==> config.mk <==
export PLATFORM = sky130hd
export DESIGN_NAME = core_control_unit
export DESIGN_NICKNAME = d
export VERILOG_FILES = /design/src/rtl/core_control_unit.sv
export SDC_FILE = /design/constraint.sdc
export NUM_CORES = 1
export LEC_CHECK = 0
export CAP_MARGIN = 0
export CORE_AREA = 2 2 58 44
export DETAILED_ROUTE_END_ITERATION = 10
export DIE_AREA = 0 0 60 46
export GPL_TIMING_DRIVEN = 0
export PLACE_DENSITY = 0.84
export SKIP_CTS_REPAIR_TIMING = 1
export SYNTH_ARGS = -nofsm -noshare
export SYNTH_HDL_FRONTEND = slang
export SYNTH_SLANG_ARGS = --single-unit
==> constraint.sdc <==
create_clock -name clk -period 2.2 [get_ports clk]
set_input_delay 0.44 -clock clk [delete_from_list [all_inputs] [get_ports clk]]
set_output_delay 0.44 -clock clk [all_outputs]
set_load 0.02 [all_outputs]
==> src/rtl/core_control_unit.sv <==
// core_control_unit: multi-cycle fetch/decode/execute sequencer.
// Drives the datapath load strobes, memory request/write enable and the
// decode strobe. It also takes IRQs at instruction boundaries and raises a
// fault on an undefined instruction or a memory wait timeout.
//
// Handshake: mem_req is a level request. It stays high in FETCH or MEM
// until the cycle in which mem_ready is sampled high, and that cycle
// completes the transfer. No transfer is assumed before mem_ready.
module core_control_unit #(
    parameter logic [3:0] MEM_TIMEOUT = 4'd15,
    parameter logic [5:0] EXC_IRQ     = 6'd16,
    parameter logic [5:0] EXC_FAULT   = 6'd3
) (
    input  logic       clk,
    input  logic       rst,
    input  logic [2:0] inst_class,
    input  logic       set_flags,
    input  logic       mem_ready,
    input  logic       irq_req,
    input  logic       primask,
    input  logic       halt,
    output logic       mem_req,
    output logic       wr_en,
    output logic       cu_decode,
    output logic       ld_sp,
    output logic       ld_lr,
    output logic       ld_pc,
    output logic       ld_rd,
    output logic       ld_apsr,
    output logic       ld_ipsr,
    output logic       ld_primask,
    output logic [1:0] pc_sel,
    output logic [5:0] exc_num,
    output logic       irq_ack,
    output logic [2:0] state_o
);

    typedef enum logic [2:0] {
        ST_RESET  = 3'd0,
        ST_FETCH  = 3'd1,
        ST_DECODE = 3'd2,
        ST_EXEC   = 3'd3,
        ST_MEM    = 3'd4,
        ST_WB     = 3'd5,
        ST_EXC    = 3'd6,
        ST_HALT   = 3'd7
    } state_t;

    localparam logic [2:0] CL_DP    = 3'd0;
    localparam logic [2:0] CL_LOAD  = 3'd1;
    localparam logic [2:0] CL_STORE = 3'd2;
    localparam logic [2:0] CL_B     = 3'd3;
    localparam logic [2:0] CL_BL    = 3'd4;
    localparam logic [2:0] CL_SYS   = 3'd5;
    localparam logic [2:0] CL_NOP   = 3'd6;
    localparam logic [2:0] CL_UNDEF = 3'd7;

    localparam logic [1:0] PC_INC  = 2'd0;
    localparam logic [1:0] PC_BR   = 2'd1;
    localparam logic [1:0] PC_VEC  = 2'd2;
    localparam logic [1:0] PC_HOLD = 2'd3;

    state_t     state, state_nx;
    logic [3:0] wait_cnt, wait_cnt_nx;
    logic       exc_phase, exc_phase_nx;     // 0: stack/LR save, 1: vector load
    logic       cause_fault, cause_fault_nx; // 1: fault, 0: IRQ
    logic       irq_pending;
    state_t     bnd_state;

    assign irq_pending = irq_req & ~primask;

    // Instruction-boundary decision: unmasked IRQ, then halt, else fetch.
    always_comb begin
        bnd_state = ST_FETCH;
        if (irq_pending) begin
            bnd_state = ST_EXC;
        end else if (halt) begin
            bnd_state = ST_HALT;
        end
    end

    // State, wait counter, exception phase and cause registers.
    always_ff @(posedge clk) begin
        if (rst) begin
            state       <= ST_RESET;
            wait_cnt    <= 4'd0;
            exc_phase   <= 1'b0;
            cause_fault <= 1'b0;
        end else begin
            state       <= state_nx;
            wait_cnt    <= wait_cnt_nx;
            exc_phase   <= exc_phase_nx;
            cause_fault <= cause_fault_nx;
        end
    end

    // Next-state logic, including wait-timeout and exception entry.
    always_comb begin
        state_nx       = state;
        wait_cnt_nx    = wait_cnt;
        exc_phase_nx   = exc_phase;
        cause_fault_nx = cause_fault;

        case (state)
            ST_RESET, ST_WB, ST_HALT: begin
                // In HALT this holds HALT while halt=1 and no IRQ is pending.
                state_nx       = bnd_state;
                cause_fault_nx = 1'b0;
            end
            ST_FETCH, ST_MEM: begin
                if (mem_ready) begin
                    state_nx = (state == ST_FETCH) ? ST_DECODE : ST_WB;
                end else if (wait_cnt == MEM_TIMEOUT) begin
                    state_nx       = ST_EXC;
                    cause_fault_nx = 1'b1;
                end else begin
                    wait_cnt_nx = wait_cnt + 4'd1;
                end
            end
            ST_DECODE: begin
                state_nx = ST_EXEC;
            end
            ST_EXEC: begin
                case (inst_class)
                    CL_LOAD, CL_STORE: state_nx = ST_MEM;
                    CL_UNDEF: begin
                        state_nx       = ST_EXC;
                        cause_fault_nx = 1'b1;
                    end
                    default: begin
                        state_nx       = bnd_state;
                        cause_fault_nx = 1'b0;
                    end
                endcase
            end
            ST_EXC: begin
                // No boundary check after the vector load, so the handler
                // always gets its first instruction.
                if (exc_phase) begin
                    state_nx = ST_FETCH;
                end else begin
                    exc_phase_nx = 1'b1;
                end
            end
            default: state_nx = ST_RESET;
        endcase

        // Fresh wait budget for every new memory access.
        if ((state_nx == ST_FETCH || state_nx == ST_MEM) && state_nx != state) begin
            wait_cnt_nx = 4'd0;
        end
        if (state_nx == ST_EXC && state != ST_EXC) begin
            exc_phase_nx = 1'b0;
        end
    end

    // Moore outputs from the registered state, qualified by inst_class.
    always_comb begin
        mem_req    = 1'b0;
        wr_en      = 1'b0;
        cu_decode  = 1'b0;
        ld_sp      = 1'b0;
        ld_lr      = 1'b0;
        ld_pc      = 1'b0;
        ld_rd      = 1'b0;
        ld_apsr    = 1'b0;
        ld_ipsr    = 1'b0;
        ld_primask = 1'b0;
        pc_sel     = PC_HOLD;
        exc_num    = 6'd0;
        irq_ack    = 1'b0;

        case (state)
            ST_FETCH: mem_req = 1'b1;
            ST_DECODE: cu_decode = 1'b1;
            ST_EXEC: begin
                case (inst_class)
                    CL_DP: begin
                        ld_rd   = 1'b1;
                        ld_apsr = set_flags;
                        ld_pc   = 1'b1;
                        pc_sel  = PC_INC;
                    end
                    CL_B: begin
                        ld_pc  = 1'b1;
                        pc_sel = PC_BR;
                    end
                    CL_BL: begin
                        ld_lr  = 1'b1;
                        ld_pc  = 1'b1;
                        pc_sel = PC_BR;
                    end
                    CL_SYS: begin
                        ld_primask = 1'b1;
                        ld_pc      = 1'b1;
                        pc_sel     = PC_INC;
                    end
                    CL_NOP: begin
                        ld_pc  = 1'b1;
                        pc_sel = PC_INC;
                    end
                    default: ;
                endcase
            end
            ST_MEM: begin
                mem_req = 1'b1;
                wr_en   = (inst_class == CL_STORE);
            end
            ST_WB: begin
                ld_rd  = (inst_class == CL_LOAD);
                ld_pc  = 1'b1;
                pc_sel = PC_INC;
            end
            ST_EXC: begin
                if (!exc_phase) begin
                    ld_sp = 1'b1;
                    ld_lr = 1'b1;
                end else begin
                    ld_ipsr = 1'b1;
                    exc_num = cause_fault ? EXC_FAULT : EXC_IRQ;
                    ld_pc   = 1'b1;
                    pc_sel  = PC_VEC;
                    irq_ack = ~cause_fault;
                end
            end
            default: ;
        endcase
    end

    assign state_o = state;

endmodule

==> run summary, run 1 <==
The flow ran to the end, and the final reports show no timing, DRC or antenna violations. CTS placed an instance of clkbuf_4 at the clock tree root. The total area of multi-input combinational cells is 668 sq um. The number of core rows came out at 15. TritonCTS built the clock tree. The post-route antenna net violation count came out at 0. The sort of element at the end of the critical path is an output pin.

The startpoint identified for the worst register-to-register timing path is wait_cnt[0]. The die outline area came out at ~2800 sq um. The endpoint required time on the critical path is approximately 1.8 ns. The detailed-placement wirelength estimate came out at around 1900 um.

The post-place setup slack is -0.535 ns. The number of flops mapped to enable cells by yosys is 0. The CTS buffer count is 3. The via count of the first global-routing pass is about 880. Measured in cells, the most critical reg-to-reg path has a length of 5.

Combinational logic is responsible for between 70% and 80% of the overall power. Setup repair after global routing could not meet its margin everywhere. The gate count of the mapped netlist came out at 120.

The number of I/O port buffers is 26. In the final routed layout, each cell accounts on average for 13.1 um. For this design the static power due to leakage is 0.656 nW. The clock latency of the later-clocked register in the worst-skew pair came out at 0.28 ns. Routability-driven placement finished with a final weighted congestion of ~0.94.

The largest fanout on the critical path is 6. The XOR/XNOR share of the synthesized area is approximately 4.5%. The total internal power came out at just under 0.0008 W. The I/O pin total is 32. The final clock skew came out at roughly 0.0065 ns. The path with the worst hold slack has its endpoint at wait_cnt[3].

The instance count along the most critical hold path came out at 3. The maximum clock path buffer count came out at 2. Setup slack closes at 0.101 ns. Counting flops with an async set or reset pin after synthesis yields a share of 0%. The maximum vdd drop is 0.670 mV. From left edge to right edge, the die measures 60 um. The number of vias in the routed layout came out at about 980.

Sequential cells burn a little under a fifth of the power. The signed area change from the synthesized netlist to the final layout came out at 37.9%. Measured against the total synthesized area, the mux share comes to under 10%. The die height is between 40 and 50 um. The total negative setup slack came out at 0 ns. In this run switching power makes up 50.1% of total power.

The adder-cell share of the synthesized area came out at between 1 and 1.5%. The aggregate global routing overflow is 0. The wire length of the first global-routing pass is 3850 um.

The final-stage net count came out at 164. The worst stage delay on the critical path came out at between 0.3 and 0.4 ns. The tree built by TritonCTS fans out to 9 sinks.

In the final layout, flip-flops and latches occupy around 190 sq um. Dividing the detail-routed via count by the number of cells gives roughly 5.3. The total of fill cells in the finished design came out at about 220.

Of the total synthesized cell area, the portion taken by AND, OR, NAND and NOR gates is 29.7%. The path class of the tightest hold or removal check is reg2reg. The sum of routed wire length over all layers is 2430 um. Counting flops and latches in the post-synthesis netlist gives 9.

The hold slack is between 0.5 and 0.6 ns. The clock share of power is roughly 8.7%. The count of pins over their slew limit came to 0. The achievable clock frequency is between 0.4 and 0.5 GHz. The clock-pin slew on the worst setup and hold paths came out at about 0.07 ns. The total global routing track utilization is between 10% and 20%. Once the floorplan was initialized, standard cells occupied about two fifths of the core.

The power per cell area is between 1000 and 1500 nW/um^2. The reported net switching power is between 0.0007 and 0.0008 W. The clock period minus worst slack came out at roughly 2.1 ns. The sequential area share after synthesis came out at approximately a fifth. The critical-path cell with the highest stage delay is dfxtp_2. After floorplanning, the core was sized to cover about 2300 sq um. The detailed-route DRC error count is 0. After synthesis, the largest family of logic cells by area is compound AO/OA/AOI/OAI gates. In this run the mean area of a mapped cell was between 7 and 8 sq um. The max capacitance violation total came out at 0. The initial antenna violation count came out at 0.

The depth of the CTS H-tree came out at 1. The critical path is of the reg2out type. For this run, the leading register cell type out of synthesis is dfxtp_1. The number of standard cells in the final layout excluding fillers came out at 186. The worst setup path is launched from a flop.

The share of the synthesized area in compound gates (AO/OA/AOI/OAI) is 32.0%. The share of cells above drive strength 1 came out at a little over a quarter. The number of diodes added for antenna fixing came out at 0.

The startpoint identified for the worst hold timing path is wait_cnt[3]. The synthesized netlist occupies a cell area of about 940 sq um. The number of optimization iterations in the first detailed-route pass is 4. After the first detailed-routing iteration, the DRC count stood at 27. The number of distinct library cells after synthesis is 47.

The largest net degree at the start of global routing came out at 11. The worst register-to-register path ends at wait_cnt[1]. The number of setup violations in the final report is 0.

The count of final hold-check violations was 0. The number of cells in the design after placement is 182. The register-to-register path setup slack is ~0.44 ns. The total chip power is roughly 0.0016 W. The count of synthesis-stage warnings from yosys is 0. The worst endpoint data arrival time is between 1.5 and 2 ns. Traced cell by cell, the critical path runs through inv_1, nor2_2, nand2_1, or3_1, o22ai_1, buf_2. The ratio of final minimum period to clock period came out at a little over nine tenths.
## kinds of logic after synthesis
logic type,count (synthesis)
simple gates,53
compound gates,34
buf+inv,17
flops,9
xor+xnor,4
fa+ha+maj,1
other cells,1
mux,1
## cell usage after synthesis (2+ instances only)
master | instances | area (sq um)
a21oi_1 | 10 | 50.1
o21ai_0 | 3 | 15.0
a311oi_1 | 2 | 17.5
nor2_1 | 13 | 48.8
and2_1 | 2 | 12.5
nor2b_1 | 4 | 25.0
a2111oi_2 | 3 | 45.0
nand3_1 | 3 | 15.0
buf_4 | 7 | 52.6
xor2_1 | 3 | 26.3
nand2_1 | 12 | 45.0
buf_6 | 3 | 33.8
inv_1 | 6 | 22.5
nor3_1 | 5 | 25.0
and3_1 | 3 | 18.8
a211oi_4 | 2 | 40.0
dfxtp_1 | 9 | 180
## metrics by stage
| step | cell area (sq um) | utilization [%] |
|---|---|---|
| finish | 1300 | 57.3 |
| global route | 1300 | 57.3 |
| CTS | 1280 | 56.4 |
| detailed placement | 1250 | 55.3 |
| global placement | 1250 | 55.3 |
| floorplan | 952 | - |
## critical path, delay by kind of cell, from the launching register on
family	cells	cell delay (ns)
buffers and inverters	2	0.28
and+or+nand+nor	3	0.58
AOI/OAI and AO/OA	1	0.12
DFF	1	0.39
## power by group through the flow
stage	Combinational (W)	Clock, W	Sequential [W]
finish	0.00114	0.000138	0.000299
global route	0.00122	0.000148	0.000310
CTS	0.00111	0.000143	0.000286
detailed placement	0.00110	0	0.000288
global placement	0.00109	0	0.000286
floorplan	0.000770	0	0.000301
## placed cells by master, fill, tap and decap left out, types with 3 or more instances in the layout
cell	netlist	final
a2111oi_2	3	3
a21oi_1	10	10
and3_1	3	3
buf_4	7	8
buf_6	3	4
clkbuf_2	0	3
clkbuf_4	0	3
clkdlybuf4s50_1	0	10
conb_1	1	3
dfxtp_1	9	6
dlymetal6s2s_1	0	10
inv_1	6	6
nand2_1	12	12
nand3_1	3	3
nor2_1	13	12
nor2b_1	4	3
nor3_1	5	5
xor2_1	3	3
## flip-flops by register name (all words and copies together) (netlist names)
register and count:
cause_fault 1, state_o 3, wait_cnt 4, exc_phase 1
## how the worst max path moves through the flow
stage	startpoint	end	slack, ns	depth (start not counted)
global placement	inst_class[2]	ld_lr	-0.52	5
floorplan	state_o[2]	exc_num[1]	0.06	6
global route	state_o[1]	ld_lr	-0.003	6
detailed placement	inst_class[2]	ld_lr	-0.53	5
finish	state_o[1]	ld_lr	0.10	6
CTS	state_o[2]	exc_num[1]	-0.57	7
## routing by layer
layer  routed length (um)  up-vias  share of wire, %  global-route usage, %
met5                    0        -                 0                      0
met4                   10        0              0.41                   2.67
met3                  132        2               5.4                   6.25
met2                 1130       24                46                   31.5
met1                 1160      460                48                   24.0
li1                     -      493                 -                      -
## area by class of cell
| type | count | area share [%] |
|---|---|---|
| Clock buffer | 4 | 2.02 |
| Timing Repair Buffer | 26 | 19.8 |
| Tap cell | 34 | 3.27 |
| Buffer | 11 | 7.50 |
| Sequential cell | 9 | 14.3 |
| Inverter | 6 | 1.73 |
| Multi-Input combinational cell | 96 | 51.3 |
(Power assumes the default switching activity.)
==> run 2, diff against run 1 <==
CAP_MARGIN = default   (was 0)
==> results of run 2 <==
The final DEF is identical to that of run 1; final timing and power are the same.
